--- src/rtl/param_register_bench_pkg.sv ---
// Shared definitions for the register bench: clear-engine states and
// indices of the hardwired registers.
package regbench_pkg;

    typedef enum logic [1:0] {
        CLR_IDLE,
        CLR_RUN,
        CLR_DONE
    } clr_state_t;

    localparam int unsigned REG_ZERO  = 0;
    localparam int unsigned REG_CONST = 1;

endpackage

--- src/rtl/param_register_bench_if.sv ---
// Decode/writeback-facing bus of the register bench: read, write, reserve
// and clear requests towards the bench, data and status back.
interface param_register_bench_if #(
    parameter int unsigned WIDTH = 32,
    parameter int unsigned NREGS = 32
);
    localparam int unsigned AW = $clog2(NREGS);

    logic [AW-1:0]    readAddy1;
    logic [AW-1:0]    readAddy2;
    logic [AW-1:0]    writeAddy;
    logic [WIDTH-1:0] writeData;
    logic             cu_writeReg;
    logic             cu_reserve;
    logic [AW-1:0]    reserveAddy;
    logic             clearReq;

    logic [WIDTH-1:0] data1;
    logic [WIDTH-1:0] data2;
    logic [WIDTH-1:0] data3;
    logic             pend1;
    logic             pend2;
    logic             busy;
    logic             clearDone;
    logic             writeDropped;

    modport master (
        output readAddy1, readAddy2, writeAddy, writeData, cu_writeReg,
               cu_reserve, reserveAddy, clearReq,
        input  data1, data2, data3, pend1, pend2, busy, clearDone, writeDropped
    );

    modport slave (
        input  readAddy1, readAddy2, writeAddy, writeData, cu_writeReg,
               cu_reserve, reserveAddy, clearReq,
        output data1, data2, data3, pend1, pend2, busy, clearDone, writeDropped
    );

endinterface

--- src/rtl/regbench_clear_fsm.sv ---
// Sequential clear engine: walks every register index once, then pulses
// clearDone for a single cycle. busy covers both the walk and the done cycle.
module regbench_clear_fsm
    import regbench_pkg::*;
#(
    parameter int unsigned NREGS = 32
) (
    input  logic                     clock,
    input  logic                     reset_n,
    input  logic                     clearReq,
    output logic                     busy,
    output logic                     clearDone,
    output logic                     clearing,
    output logic [$clog2(NREGS)-1:0] clearIdx
);
    localparam int unsigned AW = $clog2(NREGS);

    clr_state_t state;

    always_ff @(posedge clock or negedge reset_n) begin
        if (!reset_n) begin
            state     <= CLR_IDLE;
            clearIdx  <= '0;
            busy      <= 1'b0;
            clearDone <= 1'b0;
            clearing  <= 1'b0;
        end else begin
            clearDone <= 1'b0;
            unique case (state)
                CLR_IDLE: begin
                    if (clearReq) begin
                        state    <= CLR_RUN;
                        clearIdx <= '0;
                        busy     <= 1'b1;
                        clearing <= 1'b1;
                    end
                end
                CLR_RUN: begin
                    // NREGS is a power of two, so the last index is all ones
                    clearIdx <= clearIdx + AW'(1);
                    if (clearIdx == '1) begin
                        state     <= CLR_DONE;
                        clearing  <= 1'b0;
                        clearDone <= 1'b1;
                    end
                end
                CLR_DONE: begin
                    state <= CLR_IDLE;
                    busy  <= 1'b0;
                end
                default: begin
                    state    <= CLR_IDLE;
                    busy     <= 1'b0;
                    clearing <= 1'b0;
                end
            endcase
        end
    end

endmodule

// rtl/param_register_my.sv
// NREGS x WIDTH register bench: three combinational read ports, one write
// port, hardwired reg0/reg1, optional write-through bypass, pending-write
// scoreboard and a sequential clear engine.
module param_register_my
    import regbench_pkg::*;
#(
    parameter int unsigned      WIDTH    = 32,
    parameter int unsigned      NREGS    = 32,
    parameter bit               BYPASS   = 1'b1,
    parameter bit               R1_CONST = 1'b1,
    parameter logic [WIDTH-1:0] R1_VALUE = WIDTH'(32'h8000_0001)
) (
    input logic                   clock,
    input logic                   reset_n,
    param_register_bench_if.slave bus
);
    localparam int unsigned AW = $clog2(NREGS);

    logic [WIDTH-1:0] regs [NREGS];
    logic [NREGS-1:0] pend;
    logic             busy;
    logic             clearing;
    logic [AW-1:0]    clearIdx;
    logic             wrEn;
    logic             fwd1;
    logic             fwd2;
    logic             writeDropped;

    function automatic logic isWritable(input logic [AW-1:0] a);
        return (a != AW'(REG_ZERO)) && !(R1_CONST && (a == AW'(REG_CONST)));
    endfunction

    function automatic logic [WIDTH-1:0] storedValue(input logic [AW-1:0] a);
        if (a == AW'(REG_ZERO)) begin
            return '0;
        end else if (R1_CONST && (a == AW'(REG_CONST))) begin
            return R1_VALUE;
        end
        return regs[a];
    endfunction

    regbench_clear_fsm #(
        .NREGS(NREGS)
    ) u_clear (
        .clock    (clock),
        .reset_n  (reset_n),
        .clearReq (bus.clearReq),
        .busy     (busy),
        .clearDone(bus.clearDone),
        .clearing (clearing),
        .clearIdx (clearIdx)
    );

    // Writes to hardwired registers are folded into the enable so they
    // neither store, clear a pend bit nor get forwarded.
    assign wrEn = bus.cu_writeReg && !busy && isWritable(bus.writeAddy);

    always_ff @(posedge clock or negedge reset_n) begin
        if (!reset_n) begin
            for (int unsigned i = 0; i < NREGS; i++) begin
                regs[i] <= '0;
            end
        end else if (clearing) begin
            if (isWritable(clearIdx)) begin
                regs[clearIdx] <= '0;
            end
        end else if (wrEn) begin
            regs[bus.writeAddy] <= bus.writeData;
        end
    end

    // Later assignments take priority: a reservation beats a same-cycle write.
    always_ff @(posedge clock or negedge reset_n) begin
        if (!reset_n) begin
            pend <= '0;
        end else begin
            if (clearing && isWritable(clearIdx)) begin
                pend[clearIdx] <= 1'b0;
            end
            if (wrEn) begin
                pend[bus.writeAddy] <= 1'b0;
            end
            if (bus.cu_reserve && isWritable(bus.reserveAddy)) begin
                pend[bus.reserveAddy] <= 1'b1;
            end
        end
    end

    always_ff @(posedge clock or negedge reset_n) begin
        if (!reset_n) begin
            writeDropped <= 1'b0;
        end else begin
            writeDropped <= bus.cu_writeReg && busy;
        end
    end

    assign fwd1 = BYPASS && wrEn && (bus.writeAddy == bus.readAddy1);
    assign fwd2 = BYPASS && wrEn && (bus.writeAddy == bus.readAddy2);

    assign bus.data1        = fwd1 ? bus.writeData : storedValue(bus.readAddy1);
    assign bus.data2        = fwd2 ? bus.writeData : storedValue(bus.readAddy2);
    assign bus.data3        = storedValue(bus.writeAddy);
    assign bus.pend1        = pend[bus.readAddy1];
    assign bus.pend2        = pend[bus.readAddy2];
    assign bus.busy         = busy;
    assign bus.writeDropped = writeDropped;

endmodule

--- src/flat_wrapper.sv ---
// flat-port wrapper written by rule: the top's interface ports become plain ports
module param_register_bench_flat import regbench_pkg::*;
#(
    parameter int unsigned      WIDTH    = 32,
    parameter int unsigned      NREGS    = 32,
    parameter bit               BYPASS   = 1'b1,
    parameter bit               R1_CONST = 1'b1,
    parameter logic [WIDTH-1:0] R1_VALUE = WIDTH'(32'h8000_0001)
)
  (clock, reset_n, bus_readAddy1, bus_readAddy2, bus_writeAddy, bus_writeData, bus_cu_writeReg, bus_cu_reserve, bus_reserveAddy, bus_clearReq, bus_data1, bus_data2, bus_data3, bus_pend1, bus_pend2, bus_busy, bus_clearDone, bus_writeDropped);
  param_register_bench_if #(.WIDTH(WIDTH), .NREGS(NREGS)) bus_i ();
  input logic clock;
  input logic reset_n;
  input wire logic [$bits(bus_i.readAddy1)-1:0] bus_readAddy1;
  input wire logic [$bits(bus_i.readAddy2)-1:0] bus_readAddy2;
  input wire logic [$bits(bus_i.writeAddy)-1:0] bus_writeAddy;
  input wire logic [$bits(bus_i.writeData)-1:0] bus_writeData;
  input wire logic [$bits(bus_i.cu_writeReg)-1:0] bus_cu_writeReg;
  input wire logic [$bits(bus_i.cu_reserve)-1:0] bus_cu_reserve;
  input wire logic [$bits(bus_i.reserveAddy)-1:0] bus_reserveAddy;
  input wire logic [$bits(bus_i.clearReq)-1:0] bus_clearReq;
  output wire logic [$bits(bus_i.data1)-1:0] bus_data1;
  output wire logic [$bits(bus_i.data2)-1:0] bus_data2;
  output wire logic [$bits(bus_i.data3)-1:0] bus_data3;
  output wire logic [$bits(bus_i.pend1)-1:0] bus_pend1;
  output wire logic [$bits(bus_i.pend2)-1:0] bus_pend2;
  output wire logic [$bits(bus_i.busy)-1:0] bus_busy;
  output wire logic [$bits(bus_i.clearDone)-1:0] bus_clearDone;
  output wire logic [$bits(bus_i.writeDropped)-1:0] bus_writeDropped;
  assign bus_i.readAddy1 = bus_readAddy1;
  assign bus_i.readAddy2 = bus_readAddy2;
  assign bus_i.writeAddy = bus_writeAddy;
  assign bus_i.writeData = bus_writeData;
  assign bus_i.cu_writeReg = bus_cu_writeReg;
  assign bus_i.cu_reserve = bus_cu_reserve;
  assign bus_i.reserveAddy = bus_reserveAddy;
  assign bus_i.clearReq = bus_clearReq;
  assign bus_data1 = bus_i.data1;
  assign bus_data2 = bus_i.data2;
  assign bus_data3 = bus_i.data3;
  assign bus_pend1 = bus_i.pend1;
  assign bus_pend2 = bus_i.pend2;
  assign bus_busy = bus_i.busy;
  assign bus_clearDone = bus_i.clearDone;
  assign bus_writeDropped = bus_i.writeDropped;
  param_register_my #(.WIDTH(WIDTH), .NREGS(NREGS), .BYPASS(BYPASS), .R1_CONST(R1_CONST), .R1_VALUE(R1_VALUE)) u_core (.clock(clock), .reset_n(reset_n), .bus(bus_i));
endmodule
--- config.mk ---
export PLATFORM = sky130hd
export DESIGN_NAME = param_register_bench_flat
export DESIGN_NICKNAME = d
export VERILOG_FILES = /design/src/rtl/param_register_bench_pkg.sv /design/src/rtl/param_register_bench_if.sv /design/src/rtl/regbench_clear_fsm.sv /design/src/rtl/param_register_my.sv /design/src/flat_wrapper.sv
export SDC_FILE = /design/constraint.sdc
export NUM_CORES = 2
export LEC_CHECK = 0
export ABC_CLOCK_PERIOD_IN_PS = 2600
export CAP_MARGIN = 5
export CORE_ASPECT_RATIO = 1.5
export CORE_MARGIN = 3
export CORE_UTILIZATION = 35
export CTS_BUF_LIST = sky130_fd_sc_hd__clkbuf_8
export CTS_CLUSTER_SIZE = 12
export DETAILED_ROUTE_END_ITERATION = 6
export SYNTH_ARGS = -nofsm -noshare
export SYNTH_HDL_FRONTEND = slang
export SYNTH_SLANG_ARGS = --single-unit
export TNS_END_PERCENT = 100
--- constraint.sdc ---
create_clock -name clock -period 2.6 [get_ports clock]
set_input_delay 0.26 -clock clock [delete_from_list [all_inputs] [get_ports clock]]
set_output_delay 0.26 -clock clock [all_outputs]
set_load 0.03 [all_outputs]
==> flow_metrics.tcl <==
set metrics [dict create \
    post-dp-hpwl_um 213000 \
    rows 191 \
    r2r_end "u_core.regs[393]" \
    synth-seq-area-share 0.418 \
    max_stage_delay_ns 0.49 \
    totalWireLength_um 325000 \
    crit_slowest_cell "or4_4" \
    rr_worst_depth 8 \
    dieArea_um2 188000 \
    arrival_ns 3.05 \
    critPathMaxFanout 5 \
    worst_slew_pin_slew_ns 1.22 \
    antenna_found_initial 14 \
    gp_congestion 0.965 \
    worstHoldStart "bus_reserveAddy[0]" \
    grt_overflow 0 \
    core_um2 181000 \
    instances_no_fill 8058 \
    fin_ws_ns -0.708 \
    cts_tree "built" \
    die_x_um 355 \
    ys_types 73 \
    cp_cell_sequence "nand2b_4 -> or4_4 -> o21ba_4 -> buf_12 -> and3_4 -> a22o_4 -> buf_12" \
    final_net_count 5557 \
    synth-edff-count 0 \
    timing.rr.start "u_core.u_clear.busy" \
    area_growth_pct 29.2 \
    start_util 0.353 \
    r2r_slack_ns 0.12 \
    drtAntennaViolNets 0 \
    synthFlopType "dfrtp_1" \
    cts.clk_slew.worst_paths_ns 0.06 \
    cts.sinks 1067 \
    synthCells 4882 \
    syn_avg_cell_area_um2 13.1 \
    min_path_type "in2reg" \
    grt_pass1_wl_um 455000 \
    die-height_um 529 \
    slew_violations 0 \
    clock_skew_ns 0.0504 \
    outcome "finished with violations" \
    root_buffer "clkbuf_8" \
    synth_area_um2 63800 \
    grt_pass1_vias 58300 \
    cp.required_ns 2.34 \
    violations "setup timing" \
    start_kind "flop" \
    cts_buffers 175 \
    syn_nets 4944 \
    drive_above_1_share 0.415 \
    port_buffers 157 \
    ir_drop_mv 0.570 \
    fmax_mhz 302 \
    min_to "u_core.pend[24]" \
    async_flop_share 1.00 \
    vias 58100 \
    grt_use_total 0.339 \
    num_io_pins 158 \
    numPlacedInstances 7593 \
    placedInstanceArea_um2 75700 \
    ctsLongestPathBuffers 3 \
    viasPerCell 7.21 \
    place_ws_ns -0.648 \
    dr.pass1.iters 6 \
    drt_iter0_markers 9043 \
    wl_per_cell_um 40.4 \
    p_leak_nw 36.1 \
    grt_max_degree 99 \
    hold_depth 2 \
    drc 0 \
    fin_crit_ns 3.31 \
    worstSetupEndpointType "primary output" \
    cts_max_level 4 \
    cap_violations 0 \
    fill_cells 16100 \
    hold_violations 0 \
    finalSetupTns_ns -49.19 \
    post-route-cell-area_um2 82500 \
    clk-insertion-delay-late_ns 0.98 \
    ys_warn_count 0 \
    post-route-period-util 1.27 \
    setup_violations 98 \
    ys_ff_latch 1067 \
    crit_type "reg2out" \
    rsz0062_at_grt "yes" \
    p_per_area_nw_per_um2 601 \
    path_common_cell "buf_12" \
    relSlewSlack 0.185 \
]
cell usage after synthesis, types with 8 or more instances:
cell type | number | area [um^2]
a211oi_1 | 16 | 120
a21oi_1 | 36 | 180
a21oi_2 | 12 | 105
a221oi_1 | 73 | 639
a22o_1 | 1035 | 9060
a22oi_1 | 163 | 1220
a31oi_1 | 46 | 288
a32o_1 | 8 | 80.1
and2_1 | 9 | 56.3
and3_1 | 14 | 87.6
buf_1 | 17 | 63.8
buf_2 | 215 | 1080
buf_4 | 42 | 315
clkbuf_1 | 403 | 1510
dfrtp_1 | 1067 | 26700
inv_1 | 8 | 30.0
mux2_2 | 134 | 1510
mux2i_1 | 392 | 3920
mux4_2 | 586 | 13200
nand2_1 | 139 | 522
nand2b_1 | 40 | 250
nand3_1 | 36 | 180
nor2_1 | 43 | 161
nor2b_1 | 19 | 119
o2111ai_1 | 25 | 219
o211ai_1 | 24 | 180
o21ai_0 | 73 | 365
o221ai_1 | 38 | 333
o22ai_1 | 63 | 394
xnor2_1 | 8 | 70.1
worst max path at each step:
stage | from | to | cells after the start | slack, ns
floorplan | bus_writeAddy[2] | bus_data3[18] | 7 | 0.21
global placement | bus_writeAddy[4] | bus_data2[13] | 9 | -0.68
detailed placement | bus_writeAddy[4] | bus_data2[13] | 9 | -0.65
CTS | u_core.u_clear.busy | bus_data2[9] | 9 | -0.76
global route | u_core.u_clear.busy | bus_data2[3] | 7 | -0.76
finish | u_core.u_clear.busy | bus_data2[4] | 7 | -0.71
metrics by stage:
step            util  total power, mW  hold WS, ns
2_1_floorplan      -             25.4      -0.0356
3_3_place_gp   0.419             31.8        0.282
3_5_place_dp   0.419             32.0        0.280
4_1_cts        0.452             49.0       0.0179
5_1_grt        0.456             50.8       0.0661
6_report       0.456             49.6       0.0827
layer usage:
layer	wire length, um	vias up	global-route usage
met5	160	-	0.00260
met1	110000	29700	0.403
met3	46300	1672	0.137
met2	137000	5451	0.484
li1	-	21200	-
met4	32200	12	0.271
cells by family (layout without fill, tap and decap cells):
kind of cell	count (synthesis)	count (layout)	synth area share
other	0	11	0
adder cells (fa/ha/maj)	5	5	0.000980
flip-flops	1067	1067	0.418
buffers and inverters	692	1445	0.0480
XOR/XNOR	10	10	0.00137
AND/OR/NAND/NOR	358	358	0.0289
multiplexers	1112	1112	0.292
AO/OA/AOI/OAI	1638	1638	0.210
critical path, delay by kind of cell, from the launching register on:
family / cells / cell delay, ns
and+or+nand+nor: 3 / 0.80
buffers and inverters: 2 / 0.35
AOI/OAI and AO/OA: 2 / 0.55
DFF: 1 / 0.39
flip-flops by register name (all words and copies together) (netlist names):
signal and cells:
u_core.regs 1024, u_core.pend 32, u_core.u_clear.clearIdx 5, u_core.u_clear.state 2
u_core.bus.writeDropped 1, u_core.u_clear.busy 1, u_core.u_clear.clearDone 1, u_core.u_clear.clearing 1
placed cells by master, fill, tap and decap left out, types with 12 or more instances in the layout:
cell type and instances:
mux4_2 586, a22o_1 1021, nor2_4 36, nor2_1 15, dfrtp_1 1066, nand2_2 16
a31oi_1 27, mux2_2 132, o2111ai_4 16, buf_6 55, bufinv_16 12, o22ai_1 63
nand2_1 116, o211ai_1 24, a221oi_1 30, a21oi_1 21, clkinv_2 36, buf_12 312
mux2i_1 389, a22o_4 14, a31oi_4 17, a221oi_2 39, clkbuf_8 222, nand3_1 32
a22oi_1 158, o221ai_1 36, buf_4 684, a21oi_4 25, clkdlybuf4s50_1 44, inv_1 43
nand2b_1 35, o21ai_0 65
power breakdown:
group / internal [mW] / leakage, nW / switching (mW)
logic: 5.95 / 19.2 / 7.45
clock network: 8.85 / 2.13 / 7.88
registers: 18.0 / 14.8 / 1.49
total: 32.8 / 36.1 / 16.8
final cells by class:
| cell class | count | area [um^2] | area share |
|---|---|---|---|
| well taps | 2412 | 3020 | 0.0366 |
| inverters | 9 | 33.8 | 0.000410 |
| clock inverters | 97 | 797 | 0.00966 |
| clock buffers | 220 | 3030 | 0.0367 |
| flip-flops and latches | 1067 | 26700 | 0.324 |
| diodes | 11 | 27.5 | 0.000334 |
| repair buffers | 1119 | 12800 | 0.155 |
| multi-input cells | 3123 | 36100 | 0.437 |
what timing repair did:
| item | CTS | global route |
|---|---|---|
| cloned | 5 | 0 |
| buffers inserted | 110 | 32 |
| hold buffers | 5 | 0 |
| gates resized for setup | 236 | 85 |
| pin swaps | 123 | 48 |
| hold endpoints to repair | 816 | 0 |
| setup endpoints to repair | 98 | 99 |
(Power assumes the default switching activity.)
